**src/rtl/seg_scan_display_pkg.sv**
```systemverilog
// Shared constants for the seven-segment scan display: active-low segment
// patterns {dp,g,f,e,d,c,b,a} and the all-off digit select.
package seg_scan_display_pkg;

    localparam logic [7:0] SEG_0    = 8'hC0;
    localparam logic [7:0] SEG_1    = 8'hF9;
    localparam logic [7:0] SEG_2    = 8'hA4;
    localparam logic [7:0] SEG_3    = 8'hB0;
    localparam logic [7:0] SEG_4    = 8'h99;
    localparam logic [7:0] SEG_5    = 8'h92;
    localparam logic [7:0] SEG_6    = 8'h82;
    localparam logic [7:0] SEG_7    = 8'hF8;
    localparam logic [7:0] SEG_8    = 8'h80;
    localparam logic [7:0] SEG_9    = 8'h90;
    localparam logic [7:0] SEG_DASH = 8'hBF;
    localparam logic [7:0] SEG_OFF  = 8'hFF;
    localparam logic [5:0] SEL_OFF  = 6'h3F;

endpackage

```
**src/rtl/seg_scan_display_seg7_decode.sv**
```systemverilog
// Combinational digit-to-segment decoder (active low, dp excluded).
// Any value outside 0..9 decodes to a dash.
module seg7_decode
    import seg_scan_display_pkg::*;
(
    input  logic [5:0] digit,
    output logic [6:0] pattern
);

    // Map a BCD digit onto its g..a pattern
    always_comb begin
        pattern = SEG_DASH[6:0];
        case (digit)
            6'd0:    pattern = SEG_0[6:0];
            6'd1:    pattern = SEG_1[6:0];
            6'd2:    pattern = SEG_2[6:0];
            6'd3:    pattern = SEG_3[6:0];
            6'd4:    pattern = SEG_4[6:0];
            6'd5:    pattern = SEG_5[6:0];
            6'd6:    pattern = SEG_6[6:0];
            6'd7:    pattern = SEG_7[6:0];
            6'd8:    pattern = SEG_8[6:0];
            6'd9:    pattern = SEG_9[6:0];
            default: pattern = SEG_DASH[6:0];
        endcase
    end

endmodule

```
**src/rtl/seg_scan_display.sv**
```systemverilog
// Six-digit multiplexed time display with per-slot blanking, frame snapshot
// and blinking separators. Optional macro: LEADING_ZERO_BLANK_EN.
module seg_scan_display
    import seg_scan_display_pkg::*;
#(
    parameter int SCAN_DIV   = 2,
    parameter int BLINK_HALF = 500
) (
    input  logic       clk1,
    input  logic       rst_n,
    input  logic [5:0] op0,
    input  logic [5:0] op1,
    input  logic [5:0] op2,
    input  logic [5:0] op3,
    input  logic [5:0] op4,
    input  logic [5:0] op5,
    output logic [5:0] sel,
    output logic [7:0] seg
);

    localparam logic [7:0] PHASE_LAST = 8'(SCAN_DIV - 1);
    localparam logic [9:0] BLINK_LAST = 10'(BLINK_HALF - 1);

    logic [2:0] slot_r;
    logic [7:0] phase_r;
    logic [5:0] snap_r [6];
    logic [9:0] blink_cnt_r;
    logic       blink_r;

    logic [5:0] cur_digit_s;
    logic [6:0] pattern_s;
    logic       lz_blank_s;
    logic       dp_on_s;
    logic [5:0] sel_s;
    logic [7:0] seg_s;

    // Select the snapshot digit belonging to the current slot
    always_comb begin
        cur_digit_s = snap_r[0];
        case (slot_r)
            3'd0:    cur_digit_s = snap_r[0];
            3'd1:    cur_digit_s = snap_r[1];
            3'd2:    cur_digit_s = snap_r[2];
            3'd3:    cur_digit_s = snap_r[3];
            3'd4:    cur_digit_s = snap_r[4];
            3'd5:    cur_digit_s = snap_r[5];
            default: cur_digit_s = snap_r[0];
        endcase
    end

    seg7_decode u_decode (
        .digit   (cur_digit_s),
        .pattern (pattern_s)
    );

    // Compute the next sel/seg from the counters; the first cycle of a slot is blank
    always_comb begin
        sel_s      = SEL_OFF;
        seg_s      = SEG_OFF;
`ifdef LEADING_ZERO_BLANK_EN
        lz_blank_s = (slot_r == 3'd5) && (snap_r[5] == 6'd0);
`else
        lz_blank_s = 1'b0;
`endif
        dp_on_s    = blink_r && ((slot_r == 3'd2) || (slot_r == 3'd4));
        if (phase_r == 8'd0 || lz_blank_s) begin
            sel_s = SEL_OFF;
            seg_s = SEG_OFF;
        end else begin
            sel_s = ~(6'b000001 << slot_r);
            seg_s = {~dp_on_s, pattern_s};
        end
    end

    // Slot/phase scan counters; slot 5 rolls straight into slot 0
    always_ff @(posedge clk1 or negedge rst_n) begin
        if (!rst_n) begin
            slot_r  <= 3'd0;
            phase_r <= 8'd0;
        end else if (phase_r == PHASE_LAST) begin
            phase_r <= 8'd0;
            slot_r  <= (slot_r == 3'd5) ? 3'd0 : slot_r + 3'd1;
        end else begin
            phase_r <= phase_r + 8'd1;
        end
    end

    // Capture all inputs on the edge that enters slot 0 so a frame never tears
    always_ff @(posedge clk1 or negedge rst_n) begin
        if (!rst_n) begin
            for (int i = 0; i < 6; i++) snap_r[i] <= 6'd0;
        end else if (slot_r == 3'd0 && phase_r == 8'd0) begin
            snap_r[0] <= op0;
            snap_r[1] <= op1;
            snap_r[2] <= op2;
            snap_r[3] <= op3;
            snap_r[4] <= op4;
            snap_r[5] <= op5;
        end else begin
            snap_r <= snap_r;
        end
    end

    // Free-running separator blink
    always_ff @(posedge clk1 or negedge rst_n) begin
        if (!rst_n) begin
            blink_cnt_r <= 10'd0;
            blink_r     <= 1'b0;
        end else if (blink_cnt_r == BLINK_LAST) begin
            blink_cnt_r <= 10'd0;
            blink_r     <= ~blink_r;
        end else begin
            blink_cnt_r <= blink_cnt_r + 10'd1;
        end
    end

    // Registered display outputs
    always_ff @(posedge clk1 or negedge rst_n) begin
        if (!rst_n) begin
            sel <= SEL_OFF;
            seg <= SEG_OFF;
        end else begin
            sel <= sel_s;
            seg <= seg_s;
        end
    end

endmodule

```
**config.mk**
```make
export PLATFORM = sky130hd
export DESIGN_NAME = seg_scan_display
export DESIGN_NICKNAME = d
export VERILOG_FILES = /design/src/rtl/seg_scan_display_pkg.sv /design/src/rtl/seg_scan_display_seg7_decode.sv /design/src/rtl/seg_scan_display.sv
export SDC_FILE = /design/constraint.sdc
export NUM_CORES = 1
export LEC_CHECK = 0
export CORE_ASPECT_RATIO = 0.9
export CORE_UTILIZATION = 40
export DETAILED_ROUTE_END_ITERATION = 7
export HOLD_SLACK_MARGIN = 0.15
export PLACE_DENSITY_LB_ADDON = 0.05
export SLEW_MARGIN = 25
export SYNTH_ARGS = -nofsm -noshare
export SYNTH_HDL_FRONTEND = slang
export SYNTH_SLANG_ARGS = --single-unit
```
**constraint.sdc**
```tcl
create_clock -name clk1 -period 4.6 [get_ports clk1]
set_input_delay 0.69 -clock clk1 [delete_from_list [all_inputs] [get_ports clk1]]
set_output_delay 0.69 -clock clk1 [all_outputs]
set_load 0.1 [all_outputs]
```
==> results by group <==
Floorplan
  – Die Height: 90.8 um
  – Number of placement rows: 32
  – Initial cell density of the core: 0.411
  – Total die area: 9130 um2
  – Top Ports: 52
  – Die Span X: 101 um
  – Placeable core region: 8530 um2

GRT
  – Overall overflow remaining after global route: 0
  – Via count of the first global-routing pass: 2255
  – Global-route total usage across every layer: 0.166
  – Antenna violations before repair: 0
  – Pin count of the biggest net entering global routing: 41
  – Global-route wire length before repair: 11500 um

Routing
  – DRC marker count from the first detailed-route iteration: 77
  – Met1 routed wirelength after detailed routing: 3510 um
  – Met2 layer wire length in the routed design: 2950 um
  – Wire length after detailed routing: 6840 um
  – WL per Instance: 15.0 um
  – Number of remaining DRC errors: 0
  – Met3 WL: 277 um
  – Vias per cell: 4.84
  – Highest routed metal layer: met4
  – First-pass iteration count of the detailed router: 4
  – Vias after detailed routing: 2211
  – Post-route antenna net violation count: 0

Timing
  – Count of endpoints failing hold in the final timing report: 0
  – Setup repair after global routing missed its margin: false
  – Clock skew: 10.3 ps
  – Period utilisation layout: 0.685
  – TNS Setup: 0 ps
  – Max Slew Vio Count: 0
  – Slew headroom: 0.347
  – Post-layout min period: 3150 ps
  – Worst hold margin: 394 ps
  – Fmax: 317 MHz
  – Endpoints failing setup: 0
  – Transition time at the pin with the least slew margin: 976 ps

Setup path
  – Critical Path Source: slot_r[1]
  – Type of element launching the critical path: flip-flop
  – Type of the setup path with the least slack: flip-flop to flip-flop
  – Crit path max fanout: 19
  – Arrival time at the worst endpoint: 3430 ps
  – Cells along the critical path: and2_1 > ha_1 > and3b_1 > a221o_1 > o32ai_1 > inv_1 > ha_1 > nand2_1 > nand2_1 > a31o_2
  – Worst EP required: 4880 ps
  – Register-to-Register Setup Slack: 1450 ps
  – Delay-heaviest family, CP: compound AO/OA/AOI/OAI gates
  – Cells on worst reg2reg path: 10
  – Origin of the critical flop-to-flop path: slot_r[1]
  – Sort of element at the end of the critical path: flip-flop
  – Critical Path Slowest Stage Cell: dfrtp_1
  – Slowest Stage Delay on Critical Path: 630 ps
  – R2R Path End: seg[6]
  – Combined buffer and inverter count along the critical path: 1
  – Number of cells on the critical path: 10
  – Worst setup endpoint: seg[6]

Yosys
  – Sequential element share of the synthesized area: 0.519
  – Netlist area before placement: 3500 um2
  – Synth Instances: 280
  – Number of enable-type register cells in the synthesized netlist: 0
  – Syn avg cell area: 12.5 um2
  – Share of synthesized registers carrying an async set or reset: 1.00
  – Flip-flop and latch count after synthesis: 72
  – Count of synthesis-stage warnings from yosys: 0
  – Number of distinct library cells after synthesis: 51
  – Primary FF master, synth: dfrtp_1
  – Total nets after synthesis: 326

Worst hold path
  – Worst min-delay path category: input port to asynchronous set/reset pin

Finish
  – Final core utilization: 0.501
  – Leading cell types in the layout, fill and taps excluded: 58 x dfrtp_1, 50 x clkdlybuf4s50_1, 30 x mux2_4, 26 x nand2_1, 14 x dfstp_2
  – Final standard cell count with taps included and fillers excluded: 457
  – Final net count: 379
  – Diode insertion count for antenna repair: 0
  – Area overhead of the layout relative to synthesis: 21.9%
  – Most frequent standard cell in the layout excluding fill and tap cells: dfrtp_1
  – Layout cells sized above 1: 0.257

Clock network
  – Post-cts resize count: 0
  – CTS Hold Buffers Added: 0
  – Clock transition at the registers of the reported paths: 70 ps
  – Clk Tree Root Cell: clkbuf_8
  – Insertion delay to the later sink of the worst-skew pair: 350 ps
  – Total CTS buffers: 9
  – Maximum root-to-sink buffer count: 2
  – Clock tree from TritonCTS: yes
  – Post-CTS Repair Setup Buffers: 0
  – TritonCTS sink count: 72
  – H-tree levels: 3

Power and ir drop
  – Worst supply voltage drop on vdd: 0.000203 V
  – Pleak: 0.00192 uW
  – Total power per unit cell area: 292 nW/um2

Status
  – Status: finished, final reports clean

Placement
  – Number of instances in the placed design: 441
  – Count of buffers from port buffering: 51
  – Weighted congestion at the end of routability-driven global placement: 0.869
  – DP HPWL: 4810 um

Flow run
  – MaxCap Viol Count: 0
## cells in the mapped netlist (2+ instances only)
cell,n,area share
nand3_1,12,0.017
a41o_1,2,0.0057
and3_1,4,0.0071
xnor2_1,8,0.020
or2_2,2,0.0036
and2_1,4,0.0071
a31o_2,4,0.010
nand2_1,26,0.028
mux2_4,30,0.13
a221oi_1,2,0.0050
or3_1,3,0.0054
nor2b_1,6,0.011
a221o_1,2,0.0057
buf_2,5,0.0071
a21o_1,3,0.0064
nor4_1,2,0.0036
and3b_1,3,0.0075
a31oi_1,2,0.0036
dfrtp_1,58,0.41
clkbuf_1,3,0.0032
a211oi_1,3,0.0064
nand2b_1,2,0.0036
xor2_1,7,0.018
buf_12,3,0.017
dfstp_2,14,0.11
o21ai_0,10,0.014
a21oi_1,3,0.0043
inv_1,5,0.0054
nor2_1,12,0.013
mux2_2,11,0.035
ha_1,8,0.029
o211ai_1,2,0.0043
## logic make-up after synthesis
kind of cell | Yosys count | share of synthesized area
compound gates | 40 | 0.0815
buf+inv | 17 | 0.0361
flops | 72 | 0.519
fa+ha+maj | 8 | 0.0286
xor+xnor | 15 | 0.0375
mux | 41 | 0.164
simple gates | 87 | 0.133
## metrics by stage
stage | worst slack [ps] | cell area [um2] | power (uW)
finish | 1450 | 4270 | 1250
global route | 1110 | 4270 | 1300
CTS | 1450 | 4270 | 1270
detailed placement | 1460 | 4070 | 762
floorplan | 1850 | 3500 | 707
global placement | 1590 | 4070 | 762
## flip-flops by register name (all words and copies together) (netlist names)
name,count
slot_r,3
seg,8
snap_r,36
phase_r,8
blink_cnt_r,10
blink_r,1
sel,6
## layer usage
metal  global-route usage  vias to the layer above
met5                    0                        -
met3               0.0596                        8
li1                     -                     1100
met2                0.241                       42
met1                0.234                     1061
met4               0.0459                        0
## how the worst min path moves through the flow
stage / end / startpoint / cells past startpoint / slack, ps
after floorplan: blink_cnt_r[0] / rst_n / 0 / 390
after global placement: seg[7] / blink_r / 1 / 440
after detailed placement: seg[7] / blink_r / 1 / 440
after CTS: snap_r[4] / rst_n / 1 / 410
after global routing: snap_r[11] / rst_n / 1 / 460
final: snap_r[11] / rst_n / 1 / 390
## where the power goes
| group | leakage (uW) | total, uW | switching, uW | internal, uW |
|---|---|---|---|---|
| Clock | 0.0000993 | 499 | 235 | 264 |
| Sequential | 0.000855 | 660 | 10.3 | 650 |
| Combinational | 0.000962 | 88.3 | 32.0 | 56.3 |
| Total | 0.00192 | 1250 | 277 | 971 |
## final cells by class
type,instances,area (um2)
fill,776,4260
sequential,72,1820
multi-input combinational,191,1560
timing repair buffer,54,528
tap,119,149
clock buffer,11,141
clock inverter,5,56.3
inverter,5,18.8
(Power assumes the default switching activity.)
